$ cat src/rtl/u_alu_opnd_stage.sv
// ID->EX operand stage for u_alu: operand select, EX/WB forwarding, load-use stall, one-deep buffer.
// Optional feature macro: ALU_OPND_FWD_EN (forwarding); undefined -> stall on any pending writer.
module u_alu_opnd_stage #(
  parameter int unsigned XLEN    = 32,
  parameter int unsigned RADDR_W = 5
) (
  input  logic               clk,
  input  logic               rst,
  input  logic               flush,
  input  logic               id_valid,
  output logic               id_ready,
  input  logic [XLEN-1:0]    id_pc,
  input  logic [XLEN-1:0]    id_rs1_val,
  input  logic [XLEN-1:0]    id_rs2_val,
  input  logic [RADDR_W-1:0] id_rs1,
  input  logic [RADDR_W-1:0] id_rs2,
  input  logic [RADDR_W-1:0] id_rd,
  input  logic               id_rd_we,
  input  logic [XLEN-1:0]    id_imm,
  input  logic               id_op1_pc,
  input  logic               id_op2_imm,
  input  logic [2:0]         id_f3,
  input  logic               id_f7_b5,
  input  logic               ex_fwd_we,
  input  logic               ex_fwd_ld,
  input  logic [RADDR_W-1:0] ex_fwd_rd,
  input  logic [XLEN-1:0]    ex_fwd_data,
  input  logic               wb_fwd_we,
  input  logic [RADDR_W-1:0] wb_fwd_rd,
  input  logic [XLEN-1:0]    wb_fwd_data,
  output logic               ex_valid,
  input  logic               ex_ready,
  output logic [XLEN-1:0]    alu_i1,
  output logic [XLEN-1:0]    alu_i2,
  output logic [2:0]         alu_f3,
  output logic               alu_f7_b5,
  output logic [XLEN-1:0]    ex_pc,
  output logic [RADDR_W-1:0] ex_rd,
  output logic               ex_rd_we
);

  typedef enum logic {S_EMPTY, S_FULL} state_t;

  state_t             r_state;
  state_t             w_state_nxt;
  logic               w_use1;
  logic               w_use2;
  logic               w_ex_hit1;
  logic               w_ex_hit2;
  logic               w_wb_hit1;
  logic               w_wb_hit2;
  logic               w_src_hazard;
  logic               w_hazard;
  logic               w_accept;
  logic               w_f7_b5;
  logic [XLEN-1:0]    w_rs1_fwd;
  logic [XLEN-1:0]    w_rs2_fwd;
  logic [XLEN-1:0]    w_op1;
  logic [XLEN-1:0]    w_op2;

  logic [XLEN-1:0]    r_alu_i1;
  logic [XLEN-1:0]    r_alu_i2;
  logic [2:0]         r_alu_f3;
  logic               r_alu_f7_b5;
  logic [XLEN-1:0]    r_ex_pc;
  logic [RADDR_W-1:0] r_ex_rd;
  logic               r_ex_rd_we;

  // Index 0 is hard-wired zero, so it never matches a producer.
  assign w_use1    = !id_op1_pc;
  assign w_use2    = !id_op2_imm;
  assign w_ex_hit1 = ex_fwd_we && (id_rs1 != '0) && (id_rs1 == ex_fwd_rd);
  assign w_ex_hit2 = ex_fwd_we && (id_rs2 != '0) && (id_rs2 == ex_fwd_rd);
  assign w_wb_hit1 = wb_fwd_we && (id_rs1 != '0) && (id_rs1 == wb_fwd_rd);
  assign w_wb_hit2 = wb_fwd_we && (id_rs2 != '0) && (id_rs2 == wb_fwd_rd);

`ifdef ALU_OPND_FWD_EN
  assign w_src_hazard = ex_fwd_ld && ((w_use1 && w_ex_hit1) || (w_use2 && w_ex_hit2));

  // The youngest producer (EX) wins over WB; a load in EX has no data yet and stalls instead.
  always_comb begin
    w_rs1_fwd = id_rs1_val;
    if (w_ex_hit1 && !ex_fwd_ld) begin
      w_rs1_fwd = ex_fwd_data;
    end else if (w_wb_hit1) begin
      w_rs1_fwd = wb_fwd_data;
    end
  end

  always_comb begin
    w_rs2_fwd = id_rs2_val;
    if (w_ex_hit2 && !ex_fwd_ld) begin
      w_rs2_fwd = ex_fwd_data;
    end else if (w_wb_hit2) begin
      w_rs2_fwd = wb_fwd_data;
    end
  end
`else
  logic w_unused_fwd;

  assign w_src_hazard = (w_use1 && (w_ex_hit1 || w_wb_hit1)) ||
                        (w_use2 && (w_ex_hit2 || w_wb_hit2));
  assign w_rs1_fwd    = id_rs1_val;
  assign w_rs2_fwd    = id_rs2_val;
  assign w_unused_fwd = ^{ex_fwd_ld, ex_fwd_data, wb_fwd_data};
`endif

  assign w_hazard = id_valid && w_src_hazard;
  assign id_ready = ((r_state == S_EMPTY) || ex_ready) && !w_hazard && !flush;
  assign w_accept = id_valid && id_ready;

  assign w_op1 = id_op1_pc  ? id_pc  : w_rs1_fwd;
  assign w_op2 = id_op2_imm ? id_imm : w_rs2_fwd;

  // Only shift-right-immediate carries funct7[5] in imm[10]; ADDI etc. must never look like SUB.
  always_comb begin
    w_f7_b5 = 1'b0;
    if (!id_op2_imm) begin
      w_f7_b5 = id_f7_b5;
    end else if (id_f3 == 3'b101) begin
      w_f7_b5 = id_imm[10];
    end
  end

  always_ff @(posedge clk or posedge rst) begin
    if (rst) begin
      r_state <= S_EMPTY;
    end else begin
      r_state <= w_state_nxt;
    end
  end

  always_comb begin
    w_state_nxt = r_state;
    if (flush) begin
      w_state_nxt = S_EMPTY;
    end else if (w_accept) begin
      w_state_nxt = S_FULL;
    end else if (ex_ready) begin
      w_state_nxt = S_EMPTY;
    end
  end

  always_comb begin
    ex_valid = (r_state == S_FULL);
  end

  always_ff @(posedge clk or posedge rst) begin
    if (rst) begin
      r_alu_i1    <= '0;
      r_alu_i2    <= '0;
      r_alu_f3    <= '0;
      r_alu_f7_b5 <= 1'b0;
      r_ex_pc     <= '0;
      r_ex_rd     <= '0;
      r_ex_rd_we  <= 1'b0;
    end else if (w_accept) begin
      r_alu_i1    <= w_op1;
      r_alu_i2    <= w_op2;
      r_alu_f3    <= id_f3;
      r_alu_f7_b5 <= w_f7_b5;
      r_ex_pc     <= id_pc;
      r_ex_rd     <= id_rd;
      r_ex_rd_we  <= id_rd_we;
    end
  end

  assign alu_i1    = r_alu_i1;
  assign alu_i2    = r_alu_i2;
  assign alu_f3    = r_alu_f3;
  assign alu_f7_b5 = r_alu_f7_b5;
  assign ex_pc     = r_ex_pc;
  assign ex_rd     = r_ex_rd;
  assign ex_rd_we  = r_ex_rd_we;

endmodule
$ cat config.mk
export PLATFORM = sky130hd
export DESIGN_NAME = u_alu_opnd_stage
export DESIGN_NICKNAME = d
export VERILOG_FILES = /design/src/rtl/u_alu_opnd_stage.sv
export SDC_FILE = /design/constraint.sdc
export NUM_CORES = 1
export LEC_CHECK = 0
export ABC_CLOCK_PERIOD_IN_PS = 3100
export CAP_MARGIN = 40
export CORE_UTILIZATION = 31
export CTS_BUF_LIST = sky130_fd_sc_hd__clkbuf_8
export DETAILED_ROUTE_END_ITERATION = 10
export PLACE_DENSITY = 0.75
export SETUP_SLACK_MARGIN = 0.15
export SLEW_MARGIN = 20
export SYNTH_ARGS = -nofsm -noshare
export SYNTH_HDL_FRONTEND = slang
export SYNTH_SLANG_ARGS = --single-unit
$ cat constraint.sdc
create_clock -name clk -period 3.1 [get_ports clk]
set_input_delay 0.31 -clock clk [delete_from_list [all_inputs] [get_ports clk]]
set_output_delay 0.31 -clock clk [all_outputs]
set_load 0.01 [all_outputs]
# Yosys cells after proc, flatten, opt, wreduce, memory -nomap -nowiden
# Index checks and enable logic that the tools add are counted.
[classes]
eq_ne = 5
mux = 7
bitwise = 1
reduce_logical = 25
[op_table]
columns = ["cell", "n"]
rows = [
  ["32-bit two-way mux", 2],
  ["5-bit equality test", 4],
  ["1-bit logical AND", 14],
  ["5-bit nonzero test", 2],
  ["1-bit two-way mux", 5],
  ["1-bit zero test", 4],
  ["1-bit logical OR", 4],
  ["3-bit equality test, second input constant", 1],
  ["3-bit nonzero test", 1],
  ["1-bit inverter", 1],
]
[word_totals]
ff_bits = 107
input_bits = 232
word_cells = 46

# Longest topological paths before layout
# Gate-level depths: netlist of the first run.
[logic_depth]
ltp_word = 13
ltp_mapped = 8
mapped_depth_nobuf = 6

# Worst setup path after synthesis of the first run
# OpenSTA, ideal clock, no wires.
[synth_timing]
kind = "input-to-reg"
startpoint = "input id_rs1[1]"
endpoint = "register r_alu_f3[0] (netlist: alu_f3[0])"
arrival_time_ns = 1.927
setup_slack_ns = 1.048
cell_stages = 8
n_path_buf = 2
cell_sequence = "or4_1 > nor2_1 > nor3b_1 > a22oi_2 > nand3_2 > buf_6 > buf_6 > mux2_4"
[synth_between]
elab_chain_len = 11
word_cells_on_any_way = 15
cone_classes = "eq/ne: 2; reduce/logical: 13"
[synth_rtl]
columns = ["item", "line", "rtl"]
rows = [
  ["start, declared", "15", "input logic [RADDR_W-1:0] id_rs1,"],
  ["5-bit nonzero test", "72, 74", ""],
  ["1-bit logical AND, on equally long branches (2 in a row)", "72, 74", ""],
  ["1-bit logical OR (*)", "101", "assign w_src_hazard = (w_use1 && (w_ex_hit1 || w_wb_hit1)) ||"],
  ["1-bit logical AND (*)", "101", ""],
  ["1-bit logical OR (*)", "101", ""],
  ["1-bit logical AND (*)", "108", "assign w_hazard = id_valid && w_src_hazard;"],
  ["1-bit zero test (*)", "109", "assign id_ready = ((r_state == S_EMPTY) || ex_ready) && !w_hazard && !flush;"],
  ["1-bit logical AND (*) (2 in a row)", "109", ""],
  ["1-bit logical AND (*)", "110", "assign w_accept = id_valid && id_ready;"],
  ["end signal, assigned", "160", "r_alu_f3 <= id_f3;"],
  ["end, declared", "63", "logic [2:0] r_alu_f3;"],
]
# Mark *: on every way between the ends. The rest lies on a longest branch, timed or not.
# A chain may end at the register's enable or synchronous reset.

# Final worst setup path of the first run
[layout_timing]
startpoint = "input id_rs2[1]"
endpoint = "output id_ready"
[layout_between]
elab_chain_len = 10
word_cells_on_any_way = 14
cone_classes = "eq/ne: 2; reduce/logical: 12"
[layout_rtl]
columns = ["item", "line", "rtl"]
rows = [
  ["start, declared", "16", "input logic [RADDR_W-1:0] id_rs2,"],
  ["5-bit nonzero test", "73, 75", ""],
  ["1-bit logical AND, on equally long branches (2 in a row)", "73, 75", ""],
  ["1-bit logical OR (*)", "102", "(w_use2 && (w_ex_hit2 || w_wb_hit2));"],
  ["1-bit logical AND (*)", "102", ""],
  ["1-bit logical OR (*)", "101", ""],
  ["1-bit logical AND (*)", "108", ""],
  ["1-bit zero test (*)", "109", ""],
  ["1-bit logical AND (*) (2 in a row)", "109", ""],
  ["end, declared", "11", "output logic id_ready,"],
]
# Marks and branches as above.

==> metrics.md, run 1 <==
| Metric | Value |
|---|---|
| Post-route setup TNS | `0 ns` |
| Crit path DAT | `2.52 ns` |
| Synth Instances | `342` |
| Die Y | `132 um` |
| Sink Count | `107` |
| Final hold vios | `0` |
| Fin cells | `835` |
| Cell area after technology mapping | `0.00520 sq mm` |
| CP Launch Type | `input pin` |
| H-tree lvl count | `3` |
| WL final | `14,000 um` |
| Die area | `0.0173 sq mm` |
| Total power | `4.15 mW` |
| Max IR drop VDD | `0.271 mV` |
| Vias in the first global route | `4,316` |
| Critical path required time | `2.79 ns` |
| Clock slew at reported path FFs | `0.11 ns` |
| Average vias per placed instance | `4.59` |
| Via Count | `3,831` |
| DRT iter0 DRCs | `79` |
| Status | `complete, no violations` |
| Die Wd | `132 um` |
| Slew HR | `0.557` |
| Period utilization | `0.912` |
| Main area contributors after synthesis | `dfrtp_1, mux2_2, mux2_4, xnor2_1, buf_6` |
| Min setup slack post-route | `0.274 ns` |
| Worst slack at placement | `0.296 ns` |
| Detail Route Antenna Nets | `0` |
| Worst setup EP type | `primary output` |
| Top-area cell type share of the netlist area | `0.515` |
| Antenna violations before repair | `0` |
| Inserted Clock Buffers | `9` |
| Num rows | `46` |
| Clock latency at the later pin of the worst-skew pair | `0.39 ns` |
| I/O pin count | `340` |
| Setup Fix Bufs, Post-CTS | `0` |
| Critical path type | `in2out` |
| Placed cells | `819` |
| Antenna Cells | `0` |
| Filler cell count | `1,352` |
| Library cells used by synthesis | `21` |
| Most frequent cells in the layout | `clkdlybuf4s50_1, mux2_2, dfrtp_1` |
| DR pass1 iterations | `4` |
| Max-cap violations | `0` |
| Static Leak | `3.45 nW` |
| Hold_buf cts | `0` |
| I/O Buffers | `274` |
| Register Area | `0.00268 sq mm` |
| Mean Syn Cell Area | `15.2 sq um` |
| Share of cells above drive strength 1 | `0.318` |
| Fin util | `0.518` |
| F_max | `0.354 GHz` |
| CTS max path bufs | `2` |
| Grt ovf | `0` |
| Max Slew Vio Count | `0` |
| First-pass GRT wire length | `22,300 um` |
| CTS tree | `built` |
| Worst Hold Class | `in2async` |
| Area grow syn2layout | `60.6%` |
| Final setup fails | `0` |
| Remaining DRCs | `0` |
| Root Driver | `clkbuf_8` |
| Starting density of the core | `0.323` |
| Final GP Congestion | `0.886` |
| Seq cells post-synth | `107` |
| Slew @ Worst Pin | `0.665 ns` |
| Largest net degree at the start of global routing | `72` |
| Shortest period the worst path allows | `2.83 ns` |
| Critical path peak fanout | `3` |
| PostCTS Resize Cnt | `0` |
| Post-Route Skew | `0.0121 ns` |
| Nets in the synthesized netlist | `574` |
| Leading area contributor after synthesis | `dfrtp_1` |
| Core region area | `0.0161 sq mm` |
| Yosys warns | `0` |
| RSZ-0062 raised after global routing | `false` |
| Final net count | `846` |
| PwrDens | `496 mW/mm^2` |
| Final HPWL DP | `10,600 um` |
| Footprint of the multi-input gates | `0.00241 sq mm` |
| Sequential fraction of the synthesis area | `0.515` |
| Most common cell after layout, fill and taps aside | `clkdlybuf4s50_1` |
| Average wire per standard cell | `16.8 um` |
| Overall routing resource usage | `0.164` |
-- cells by family after synthesis --
kind of cell | count (synthesis) | synth area share
AO/OA/AOI/OAI | 4 | 0.00577
flip-flops | 107 | 0.515
buffers and inverters | 20 | 0.0231
AND/OR/NAND/NOR | 20 | 0.0231
XOR/XNOR | 20 | 0.0337
multiplexers | 171 | 0.399
-- sequential cells by signal, summed over array words and instances (netlist names) --
name,cells
ex_pc,32
ex_rd_we,1
alu_i1,32
alu_i2,32
alu_f7_b5,1
ex_rd,5
alu_f3,3
ex_valid,1
-- critical path, cell delays in order --
cell	delay, ns
clkdlybuf4s50_1	0.48
or4_1	0.56
nor2_1	0.13
nor3b_1	0.07
a22oi_2	0.23
and2_1	0.17
clkdlybuf4s50_1	0.56
-- routing by layer --
layer / up-vias / track usage / wire [um]
li1: 1763 / - / -
met1: 1871 / 0.173 / 5280
met2: 173 / 0.296 / 7120
met3: 24 / 0.0505 / 1210
met4: 0 / 0.0769 / 376
met5: - / 0 / 0
-- worst paths after layout --
kind | from | end | slack (ns) | cells after the start
worst max-delay path | id_rs2[1] | id_ready | 0.27 | 7
worst min-delay path | rst | alu_i1[28]$_DFFE_PP0P_ | 0.21 | 2
worst max register to register | ex_valid$_DFFE_PP0P_ | alu_i2[28]$_DFFE_PP0P_ | 1.29 | 5
worst min register to register | alu_i2[30]$_DFFE_PP0P_ | alu_i2[30]$_DFFE_PP0P_ | 0.51 | 1
max in group asynchronous | rst | alu_i1[0]$_DFFE_PP0P_ | 2.21 | 3
min in group clk | flush | ex_valid$_DFFE_PP0P_ | 0.50 | 2
-- synthesized netlist by cell type --
master,count
mux2_2,131
and2_1,1
or4_1,2
nand4_1,4
clkbuf_1,8
nand2_1,5
nor3b_1,2
nor2_1,2
nand3_2,1
inv_1,1
o22ai_1,2
a22oi_2,1
nor2b_1,1
mux2_4,40
a21oi_1,1
xnor2_1,20
buf_6,5
and4b_1,1
buf_2,6
nand2b_1,1
dfrtp_1,107
-- final cells by class --
class                           instances  share of cell area
Clock buffer                            9              0.0148
Clock inverter                          7             0.00674
Inverter                                1            0.000899
Multi-Input combinational cell        215               0.288
Sequential cell                       107               0.321
Tap cell                              216              0.0324
Timing Repair Buffer                  280               0.336
-- power by group --
part / internal, mW / switching [mW]
Clock: 0.307 / 0.524
Sequential: 1.67 / 0.144
Combinational: 1.00 / 0.504
Total: 2.97 / 1.17
-- through the flow --
stage / area, sq um / hold slack, ns
finish: 8350 / 0.212
global route: 8350 / 0.228
CTS: 8350 / 0.193
detailed placement: 8170 / 0.492
global placement: 8170 / 0.488
floorplan: 5200 / 0.373
Note: power is estimated with default switching activity, not from simulation.
==> inputs of run 2 (changes only) <==
--- a/config.mk
+++ b/config.mk
@@ -9,6 +9,7 @@
 export CAP_MARGIN = 40
 export CORE_UTILIZATION = 31
 export CTS_BUF_LIST = sky130_fd_sc_hd__clkbuf_8
+export CTS_CLUSTER_DIAMETER = 50
 export DETAILED_ROUTE_END_ITERATION = 10
 export PLACE_DENSITY = 0.75
 export SETUP_SLACK_MARGIN = 0.15
==> results of run 2 <==
The final DEF is identical to that of run 1; final timing and power are the same.
